<file path="src/rtl/dmem_arbiter.sv">
`timescale 1ns/1ps
// -----------------------------------------------------------------------------
// dmem_arbiter
//
// Shares the single-port data RAM between the fetch stage (read only) and the
// memory stage (read/write). One requester is served at a time. The memory
// stage wins simultaneous requests because it holds the older instruction.
//
// Handshake (both ports): a requester raises req_i with its fields and keeps
// them stable until it sees a one-cycle done_o pulse. rdata_o and error_o are
// only meaningful while done_o is high and read as 0 otherwise. Fields are
// latched at grant, so later changes are ignored. A req_i that is dropped
// after grant does not cancel the access; done_o still pulses.
// stall_o = req_i && !done_o.
//
// Ports
//   clk_i, rst_i            clock (rising edge), async active-high reset
//   m_req_i/m_we_i          memory-stage request, write (1) / read (0)
//   m_addr_i/m_wdata_i      memory-stage byte address, write data
//   m_done_o/m_rdata_o      memory-stage completion pulse, read data
//   m_error_o/m_stall_o     memory-stage address error, stall
//   f_req_i/f_addr_i        fetch read request, byte address
//   f_done_o/f_rdata_o      fetch completion pulse, read data
//   f_error_o/f_stall_o     fetch address error, stall
//   ram_r_en_o/ram_w_en_o   RAM read/write enables
//   ram_addr_o/ram_wdata_o  RAM address and write data
//   ram_rdata_i             RAM read data, valid in the last ACCESS cycle
//   busy_o                  FSM is not idle
//   dbg_state_o             current FSM state (IDLE=0, ACCESS=1, RESP=2)
// -----------------------------------------------------------------------------
module dmem_arbiter #(
  parameter int MEM_LAT   = 2,
  parameter int MEM_BYTES = 1024
) (
  input  logic        clk_i,
  input  logic        rst_i,

  input  logic        m_req_i,
  input  logic        m_we_i,
  input  logic [63:0] m_addr_i,
  input  logic [63:0] m_wdata_i,
  output logic        m_done_o,
  output logic [63:0] m_rdata_o,
  output logic        m_error_o,
  output logic        m_stall_o,

  input  logic        f_req_i,
  input  logic [63:0] f_addr_i,
  output logic        f_done_o,
  output logic [63:0] f_rdata_o,
  output logic        f_error_o,
  output logic        f_stall_o,

  output logic        ram_r_en_o,
  output logic        ram_w_en_o,
  output logic [63:0] ram_addr_o,
  output logic [63:0] ram_wdata_o,
  input  logic [63:0] ram_rdata_i,

  output logic        busy_o,
  output logic [1:0]  dbg_state_o
);

  // Counter only has to hold MEM_LAT-1.
  localparam int          CW       = (MEM_LAT > 1) ? $clog2(MEM_LAT) : 1;
  localparam logic [CW-1:0] CNT_LOAD = CW'(MEM_LAT - 1);
  // Highest legal word address; a full 64-bit compare avoids any wrap.
  localparam logic [63:0] MAX_ADDR = 64'(MEM_BYTES - 8);

  typedef enum logic [1:0] {
    S_IDLE   = 2'd0,
    S_ACCESS = 2'd1,
    S_RESP   = 2'd2
  } state_e;

  state_e         state_q;
  logic           grant_f_q;   // 1: fetch owns the current access
  logic           we_q;
  logic           err_q;
  logic           done_q;
  logic [63:0]    rdata_q;
  logic [CW-1:0]  cnt_q;
  logic           ram_r_en_q;
  logic           ram_w_en_q;
  logic [63:0]    ram_addr_q;
  logic [63:0]    ram_wdata_q;

  // Grant-side selection: fixed priority to the memory stage.
  logic           sel_f_d;
  logic           sel_we_d;
  logic [63:0]    sel_addr_d;
  logic [63:0]    sel_wdata_d;
  logic           range_err_d;

  always_comb begin
    sel_f_d     = ~m_req_i;
    sel_we_d    = m_req_i ? m_we_i    : 1'b0;
    sel_addr_d  = m_req_i ? m_addr_i  : f_addr_i;
    sel_wdata_d = m_req_i ? m_wdata_i : 64'd0;
    range_err_d = (sel_addr_d > MAX_ADDR);
  end

  always_ff @(posedge clk_i or posedge rst_i) begin
    if (rst_i) begin
      state_q     <= S_IDLE;
      grant_f_q   <= 1'b0;
      we_q        <= 1'b0;
      err_q       <= 1'b0;
      done_q      <= 1'b0;
      rdata_q     <= 64'd0;
      cnt_q       <= '0;
      ram_r_en_q  <= 1'b0;
      ram_w_en_q  <= 1'b0;
      ram_addr_q  <= 64'd0;
      ram_wdata_q <= 64'd0;
    end else begin
      case (state_q)
        S_IDLE: begin
          if (m_req_i || f_req_i) begin
            grant_f_q <= sel_f_d;
            we_q      <= sel_we_d;
            err_q     <= range_err_d;
            rdata_q   <= 64'd0;
            if (range_err_d) begin
              // Bad address: answer immediately, the RAM is never touched.
              state_q <= S_RESP;
              done_q  <= 1'b1;
            end else begin
              state_q     <= S_ACCESS;
              cnt_q       <= CNT_LOAD;
              ram_addr_q  <= sel_addr_d;
              ram_r_en_q  <= ~sel_we_d;
              ram_w_en_q  <= sel_we_d;
              ram_wdata_q <= sel_we_d ? sel_wdata_d : 64'd0;
            end
          end
        end

        S_ACCESS: begin
          // A write strobe lasts exactly the first ACCESS cycle.
          ram_w_en_q <= 1'b0;
          if (cnt_q == '0) begin
            state_q     <= S_RESP;
            done_q      <= 1'b1;
            rdata_q     <= we_q ? 64'd0 : ram_rdata_i;
            ram_r_en_q  <= 1'b0;
            ram_addr_q  <= 64'd0;
            ram_wdata_q <= 64'd0;
          end else begin
            cnt_q <= cnt_q - 1'b1;
          end
        end

        S_RESP: begin
          state_q <= S_IDLE;
          done_q  <= 1'b0;
        end

        default: begin
          state_q <= S_IDLE;
          done_q  <= 1'b0;
        end
      endcase
    end
  end

  // Responses are steered to the granted port; the other port reads 0.
  assign m_done_o    = done_q & ~grant_f_q;
  assign f_done_o    = done_q &  grant_f_q;
  assign m_rdata_o   = m_done_o ? rdata_q : 64'd0;
  assign f_rdata_o   = f_done_o ? rdata_q : 64'd0;
  assign m_error_o   = m_done_o & err_q;
  assign f_error_o   = f_done_o & err_q;
  assign m_stall_o   = m_req_i & ~m_done_o;
  assign f_stall_o   = f_req_i & ~f_done_o;

  assign ram_r_en_o  = ram_r_en_q;
  assign ram_w_en_o  = ram_w_en_q;
  assign ram_addr_o  = ram_addr_q;
  assign ram_wdata_o = ram_wdata_q;

  assign busy_o      = (state_q != S_IDLE);
  assign dbg_state_o = state_q;

endmodule

</file>
<file path="config.mk">
export PLATFORM = sky130hd
export DESIGN_NAME = dmem_arbiter
export DESIGN_NICKNAME = d
export VERILOG_FILES = /design/src/rtl/dmem_arbiter.sv
export SDC_FILE = /design/constraint.sdc
export NUM_CORES = 1
export LEC_CHECK = 0
export CORE_AREA = 2 2 205 207
export CTS_BUF_LIST = sky130_fd_sc_hd__clkbuf_4 sky130_fd_sc_hd__clkbuf_8 sky130_fd_sc_hd__clkbuf_16
export DETAILED_ROUTE_END_ITERATION = 8
export DIE_AREA = 0 0 207 209
export PLACE_DENSITY = 0.57
export SLEW_MARGIN = 0
export SYNTH_ARGS = -nofsm -noshare
export SYNTH_HDL_FRONTEND = slang
export SYNTH_SLANG_ARGS = --single-unit
</file>
<file path="constraint.sdc">
create_clock -name clk_i -period 7.64 [get_ports clk_i]
set_input_delay 0.764 -clock clk_i [delete_from_list [all_inputs] [get_ports clk_i]]
set_output_delay 0.764 -clock clk_i [all_outputs]
set_load 0.05 [all_outputs]
</file>
==> impl_metrics.prom <==
# TYPE chip_impl_metric gauge
chip_impl_info{name="run_status",value="finished, final reports clean"} 1
chip_impl_metric{name="layout_setup_ws",unit="ps"} 3340
chip_impl_metric{name="synth_enable_flop_cells",unit=""} 0
chip_impl_metric{name="total_routing_resource_utilization_after_global_routing",unit=""} 0.158
chip_impl_metric{name="clock_sinks",unit=""} 201
chip_impl_metric{name="gr-total-overflow",unit=""} 0
chip_impl_metric{name="drive_gt1_frac",unit=""} 0.0760
chip_impl_metric{name="synth_top_area_frac",unit=""} 0.543
chip_impl_metric{name="core",unit="um2"} 41300
chip_impl_metric{name="num-nets-final",unit=""} 1717
chip_impl_metric{name="gp_routability_congestion",unit=""} 0.773
chip_impl_metric{name="synth_adder_area_share",unit=""} 0
chip_impl_metric{name="postSynth.asyncResetShare",unit=""} 1.00
chip_impl_metric{name="dpl_worst_slack",unit="ps"} 3400
chip_impl_metric{name="worst_path_maximum_fanout",unit=""} 67
chip_impl_metric{name="timing_max_transition_violations_final",unit=""} 0
chip_impl_metric{name="postSynthCellCount",unit=""} 980
chip_impl_metric{name="num_rows",unit=""} 75
chip_impl_metric{name="drt.antenna.violating_nets",unit=""} 0
chip_impl_metric{name="comb_power_share",unit=""} 0.121
chip_impl_metric{name="synth.ff_latch_count",unit=""} 201
chip_impl_info{name="rsz_0062_raised_after_global_routing",value="false"} 1
chip_impl_metric{name="hpwlAfterDp",unit="um"} 25800
chip_impl_info{name="timing.critical_path.to_type",value="primary output"} 1
chip_impl_metric{name="yosysSeqAreaShare",unit=""} 0.543
chip_impl_info{name="yosys.area.top_type",value="sky130_fd_sc_hd__dfrtp_1"} 1
chip_impl_metric{name="vias_per_cell",unit=""} 4.43
chip_impl_metric{name="tightestPinTransition",unit="ps"} 1180
chip_impl_metric{name="clkLatencyLatePin",unit="ps"} 530
chip_impl_info{name="post_synth_main_area_contributors",value="sky130_fd_sc_hd__dfrtp_1 54%, sky130_fd_sc_hd__and3_1 8.2%, sky130_fd_sc_hd__nand2_1 8.0%"} 1
chip_impl_metric{name="leakagePower",unit="uW"} 0.00674
chip_impl_metric{name="vdd_ir_drop_max",unit="uV"} 180
chip_impl_info{name="family_with_the_most_delay_on_the_worst_path",value="buffers and inverters"} 1
chip_impl_metric{name="synth-simple-area-share",unit=""} 0.314
chip_impl_info{name="yosysMostFrequentCell",value="sky130_fd_sc_hd__dfrtp_1"} 1
chip_impl_metric{name="cts_buffer_depth",unit=""} 3
chip_impl_info{name="min_path_type",value="flip-flop to flip-flop"} 1
chip_impl_metric{name="synth_xor_xnor_area_share",unit=""} 0
chip_impl_metric{name="grt_antenna_before_repair",unit=""} 1
chip_impl_metric{name="cts_resized",unit=""} 0
chip_impl_metric{name="max_cap_viol_count",unit=""} 0
chip_impl_metric{name="timing.setup.tns",unit="ps"} 0
chip_impl_metric{name="fmax",unit="MHz"} 232
chip_impl_info{name="synth_ff_type",value="sky130_fd_sc_hd__dfrtp_1"} 1
chip_impl_metric{name="synth_area_in_compound_gates",unit=""} 0.0894
chip_impl_info{name="synthTopCellsByCount",value="201 x sky130_fd_sc_hd__dfrtp_1, 198 x sky130_fd_sc_hd__nand2_1, 121 x sky130_fd_sc_hd__and3_1"} 1
chip_impl_metric{name="final_core_utilization",unit=""} 0.382
chip_impl_metric{name="synthesis.yosys.warnings",unit=""} 0
chip_impl_metric{name="cts_made_buffers",unit=""} 24
chip_impl_metric{name="layout_worst_path_cycle_share",unit=""} 0.563
chip_impl_info{name="cts_root_buffer",value="sky130_fd_sc_hd__clkbuf_16"} 1
chip_impl_metric{name="dieArea",unit="um2"} 43300
chip_impl_metric{name="wl",unit="um"} 35700
chip_impl_info{name="tritoncts",value="done"} 1
chip_impl_info{name="crit_chain",value="buf_4, inv_1, nor2_4, and2_1, clkdlybuf4s50_1"} 1
chip_impl_metric{name="vias_after_detailed_routing",unit=""} 8917
chip_impl_metric{name="worst_clock_skew",unit="ps"} 5.15
chip_impl_metric{name="post-route-min-period",unit="ps"} 4300
chip_impl_metric{name="synth.area.mux_share",unit=""} 0.00973
chip_impl_info{name="critical-path-slowest-cell",value="sky130_fd_sc_hd__nor2_4"} 1
chip_impl_metric{name="slew-limit-headroom",unit=""} 0.214
chip_impl_metric{name="syn_avg_cell_area",unit="um2"} 9.45
chip_impl_metric{name="avgRoutedWirePerCell",unit="um"} 17.7
chip_impl_metric{name="drt_first_iter_violations",unit=""} 443
chip_impl_metric{name="wire_length_of_the_first_global_routing_pass",unit="um"} 54500
chip_impl_metric{name="clockPowerShare",unit=""} 0.464
chip_impl_metric{name="die_width",unit="um"} 207
chip_impl_info{name="holdCritStartpoint",value="rdata_q[60]"} 1
chip_impl_metric{name="htree_levels",unit=""} 1
chip_impl_metric{name="design.portCount",unit=""} 528
chip_impl_metric{name="netSwitchingFraction",unit=""} 0.249
chip_impl_metric{name="power.density_cell_area",unit="nW/um2"} 164
chip_impl_metric{name="drt_first_pass_iters",unit=""} 4
chip_impl_metric{name="chipHeight",unit="um"} 209
chip_impl_metric{name="grt_max_degree",unit=""} 204
chip_impl_metric{name="crit_path_max_incr_delay",unit="ps"} 910
chip_impl_metric{name="syn-cell-area",unit="um2"} 9260
chip_impl_metric{name="timing.critical_path.buf_inv",unit=""} 3
chip_impl_metric{name="critPathArrivalTime",unit="ps"} 3540
chip_impl_metric{name="worst-endpoint-required",unit="ps"} 6880
chip_impl_metric{name="power.switching",unit="uW"} 642
chip_impl_metric{name="power.share.sequential",unit=""} 0.415
chip_impl_info{name="beginning_of_the_worst_register_to_register_path",value="dbg_state_o[1]"} 1
chip_impl_metric{name="initial_utilization",unit=""} 0.224
chip_impl_metric{name="cts_setup_buffers",unit=""} 0
chip_impl_metric{name="synthesis.nets",unit=""} 1241
chip_impl_metric{name="clkTransAtPathRegs",unit="ps"} 60
chip_impl_metric{name="cts-hold-fix-buffers",unit=""} 0
chip_impl_metric{name="number_of_global_route_vias_before_repair",unit=""} 8927
chip_impl_metric{name="area_growth",unit="%"} 70.4
chip_impl_metric{name="p_int",unit="uW"} 1940
chip_impl_metric{name="remaining_drc_errors",unit=""} 0
chip_impl_info{name="worstSetupPathType",value="flip-flop to primary output"} 1
chip_impl_info{name="crit_start",value="done_q"} 1
chip_impl_info{name="synth_top_family_by_area",value="simple AND/OR/NAND/NOR gates"} 1
chip_impl_metric{name="place.port_buffers",unit=""} 527
chip_impl_info{name="startpoint_type",value="flip-flop"} 1
chip_impl_metric{name="finalSetupViolations",unit=""} 0
chip_impl_metric{name="hold_viol_final",unit=""} 0
chip_impl_metric{name="ys_types",unit=""} 40
[power by group through the flow]
stage | registers [uW] | clock network (uW) | logic (uW)
after global placement | 1090 | 0 | 311
after floorplan | 1090 | 0 | 121
after detailed placement | 1090 | 0 | 316
after CTS | 1070 | 1240 | 318
final | 1070 | 1200 | 312
after global routing | 1070 | 1290 | 338
[kinds of logic after synthesis]
kind of cell,Yosys count
buffers and inverters,91
flip-flops,201
multiplexers,9
AND/OR/NAND/NOR,525
AO/OA/AOI/OAI,154
[registers in the layout, indices dropped and copies added, names as in the netlist]
| signal | count |
|---|---|
| cnt_q | 1 |
| dbg_state_o | 2 |
| done_q | 1 |
| err_q | 1 |
| grant_f_q | 1 |
| ram_addr_o | 64 |
| ram_r_en_o | 1 |
| ram_w_en_o | 1 |
| ram_wdata_o | 64 |
| rdata_q | 64 |
| we_q | 1 |
[per-stage QoR]
stage	area (um2)	hold slack, ps	total power [uW]	cells
5_1_grt	15800	516	2700	2013
2_1_floorplan	9260	455	1210	980
4_1_cts	15800	498	2630	2012
3_5_place_dp	14900	484	1410	1969
6_report	15800	493	2580	2013
3_3_place_gp	14900	474	1400	1969
[metal layers]
metal	vias to the layer above	share of wire	wire length, um	global-route usage
li1	4302	-	-	-
met1	4190	0.45	16100	0.218
met2	372	0.44	15800	0.242
met3	53	0.085	3020	0.0467
met4	0	0.023	823	0.0431
met5	-	0	0	0
[layout by cell type (no fill, tap or decap), types with 24 or more instances in the layout]
cell                              synthesis  layout
sky130_fd_sc_hd__clkbuf_16                0      24
sky130_fd_sc_hd__nand2_1                198     198
sky130_fd_sc_hd__and3_1                 121     121
sky130_fd_sc_hd__nand3_2                 46      46
sky130_fd_sc_hd__o21ai_1                 66      66
sky130_fd_sc_hd__nor4_1                  26      26
sky130_fd_sc_hd__dfrtp_1                201     200
sky130_fd_sc_hd__nand3_1                 32      32
sky130_fd_sc_hd__and2_1                  67      66
sky130_fd_sc_hd__clkdlybuf4s50_1          0     527
sky130_fd_sc_hd__o21ai_0                 70      70
[worst min-delay path: stages, from the launching register on]
cell and delay [ps]:
sky130_fd_sc_hd__dfrtp_1 350, sky130_fd_sc_hd__nand2_1 50, sky130_fd_sc_hd__o21ai_0 60
[final timing paths]
check                                   to  slack (ps)  cells after the start
max in group asynchronous  ram_wdata_o[44]        5600                      3
setup / recovery              m_rdata_o[5]        3340                      5
min in group asynchronous      rdata_q[18]         710                      2
setup reg to reg             ram_addr_o[8]        4950                      5
hold reg to reg                rdata_q[60]         490                      2
hold / removal                 rdata_q[60]         490                      2
[layout make-up]
cell class / count / area [um2]
antenna: 1 / 2.50
clock buffer: 34 / 719
clock inverter: 9 / 116
fill: 4153 / 25500
inverter: 5 / 26.3
multi-input combinational: 688 / 3860
sequential: 201 / 5030
tap: 539 / 674
timing repair buffer: 536 / 5360
Power figures use the tool's default switching activity.
==> RTL change, RTL diff (same settings) <==
Put a register stage on the outputs `m_error_o` and `f_error_o`, cleared by the reset. The values now appear one clock later. The other outputs are not delayed to match.
--- a/src/rtl/dmem_arbiter.sv
+++ b/src/rtl/dmem_arbiter.sv
@@ -171,4 +171,11 @@
   assign f_rdata_o   = f_done_o ? rdata_q : 64'd0;
-  assign m_error_o   = m_done_o & err_q;
-  assign f_error_o   = f_done_o & err_q;
+  always_ff @(posedge clk_i or posedge rst_i) begin
+    if (rst_i) begin
+      m_error_o <= '0;
+      f_error_o <= '0;
+    end else begin
+      m_error_o <= m_done_o & err_q;
+      f_error_o <= f_done_o & err_q;
+    end
+  end
   assign m_stall_o   = m_req_i & ~m_done_o;
Behaviour: not the same (a bounded check fails within 4 cycles, from zero or initial values and one cycle with rst_i high).
==> RTL change against the unedited design <==
- total power up 6.4%
- routed wire length up 6.5%
- sequential cell count up 2
- setup slack worse by 0.032 ns
- design area up 1.1%
- synthesized area up 0.54%
- via count down 0.26%
- combinational power about the same
==> RTL change: results (changes against the unedited design) <==
status=finished, final reports clean; Total GRT Usage=16.89% (+1.1 points); RePlAce Congestion=0.7909 (+2.3%); initial antenna violation count=2 (+1); Placed Instances=1973 (+0.20%); Synth Area in Adders=0% (unchanged); Clock Latency Late Sink=0.54 ns; worst-margin pin slew=1.012 ns (-0.1672 ns); largest net degree at the start of global routing=102 (-50%); worst r2r src=dbg_state_o[0]; Hold Path Origin=rdata_q[61]; routed wire length=38020 microns (+6.5%); first-pass GRT wire length=57530 microns (+5.5%); routed via count=8894 (-0.26%); top fanout value on the critical path=17 (-75%); post-synthesis sequential area ratio=54.55% (+0.25 points); Synth Net Count=1243 (+0.16%); combinational-cell power consumption=0.312 mW (about the same); total CTS buffers=26 (+8.3%); Peak VDD IR=0.0001466 V (-19%); Final Skew=0.01278 ns (+0.007628 ns); ys flop type=dfrtp_1; share of cells above drive strength 1=8.097% (+0.49 points); Reg clk slew, reported paths=0.06 ns (about the same); leakage=6.822 nW (+1.2%); top cells by count, synth=dfrtp_1, nand2_1, and3_1; Hold WS=0.4902 ns (-0.002465 ns); FF-to-FF setup slack=4.89 ns (-0.06 ns); top cells by area, synth=dfrtp_1, and3_1, nand2_1; Clk power=1.34 mW (+12%); DR WL/cell=18.80 microns (+6.0%); crit path DAT=3.57 ns (+0.03 ns); Net Sw Power=0.6735 mW (+5.0%); Worst Hold Class=register to register; YS warnings=0 (unchanged); Final #Nets=1724 (+0.41%); post-CTS resize count=0 (unchanged); slowest CP cell=clkdlybuf4s50_1; PD cells=172.1 mW/mm^2 (+5.2%); Worst Reg2Reg Path Length in Cells=6 (+1); mux contribution to synthesized area=0.9674% (-0.0052 points); clock root buffer=clkbuf_16; DP HPWL=27610 microns (+7.0%); H-tree Lvls=1 (unchanged); Post-Synth XOR/XNOR Area=0% (unchanged); ys async rst share=100.0% (unchanged); dpl cell area=0.01500 sq mm (+0.36%); Post-CTS Setup Bufs=0 (unchanged); vias in the first global route=9135 (+2.3%); pre-CTS setup slack=3.088 ns (-0.3156 ns); Hold Path Sink=rdata_q[61]; hold path cells=2 (unchanged); compound-cell area share of the yosys netlist=8.894% (-0.048 points); worst reg2reg endpoint=ram_addr_o[44]; syn_area_per_cell=9.483 sq um (+0.34%); port buffer count=527 (unchanged); CP max stage delay=1.00 ns (+0.09 ns); initial DRC count=450 (+1.6%); crit share post-route=56.74% (+0.42 points)
-- RTL change: worst max-delay path, delay by kind of cell --
kind                   cells  cell delay, ns
AND/OR/NAND/NOR            1            0.44
buffers and inverters      4            2.36
-- RTL change: layout make-up --
class                           count  area (sq um)
Fill cell                        4124         25320
Antenna cell                        1         2.502
Clock buffer                       34         729.5
Multi-Input combinational cell    688          3860
Timing Repair Buffer              539          5378
Clock inverter                     13         212.7
Sequential cell                   203          5082
Tap cell                          539         674.4
Inverter                            5         26.28
-- RTL change: how the worst max path moves through the flow --
stage	depth (start not counted)	from	to
after global routing	5	m_req_i	m_stall_o
after global placement	5	m_req_i	m_stall_o
after CTS	4	done_q	m_stall_o
final	5	m_req_i	m_stall_o
after detailed placement	5	m_req_i	m_stall_o
after floorplan	1	rst_i	cnt_q
-- RTL change: layer usage --
layer  GRT usage [%]  share of wire, %  vias up
met1           21.71                43     4190
met4           4.187               2.1        2
met3           5.335               8.3       49
li1                -                 -     4319
met5               0             0.034        -
met2           27.57                46      334
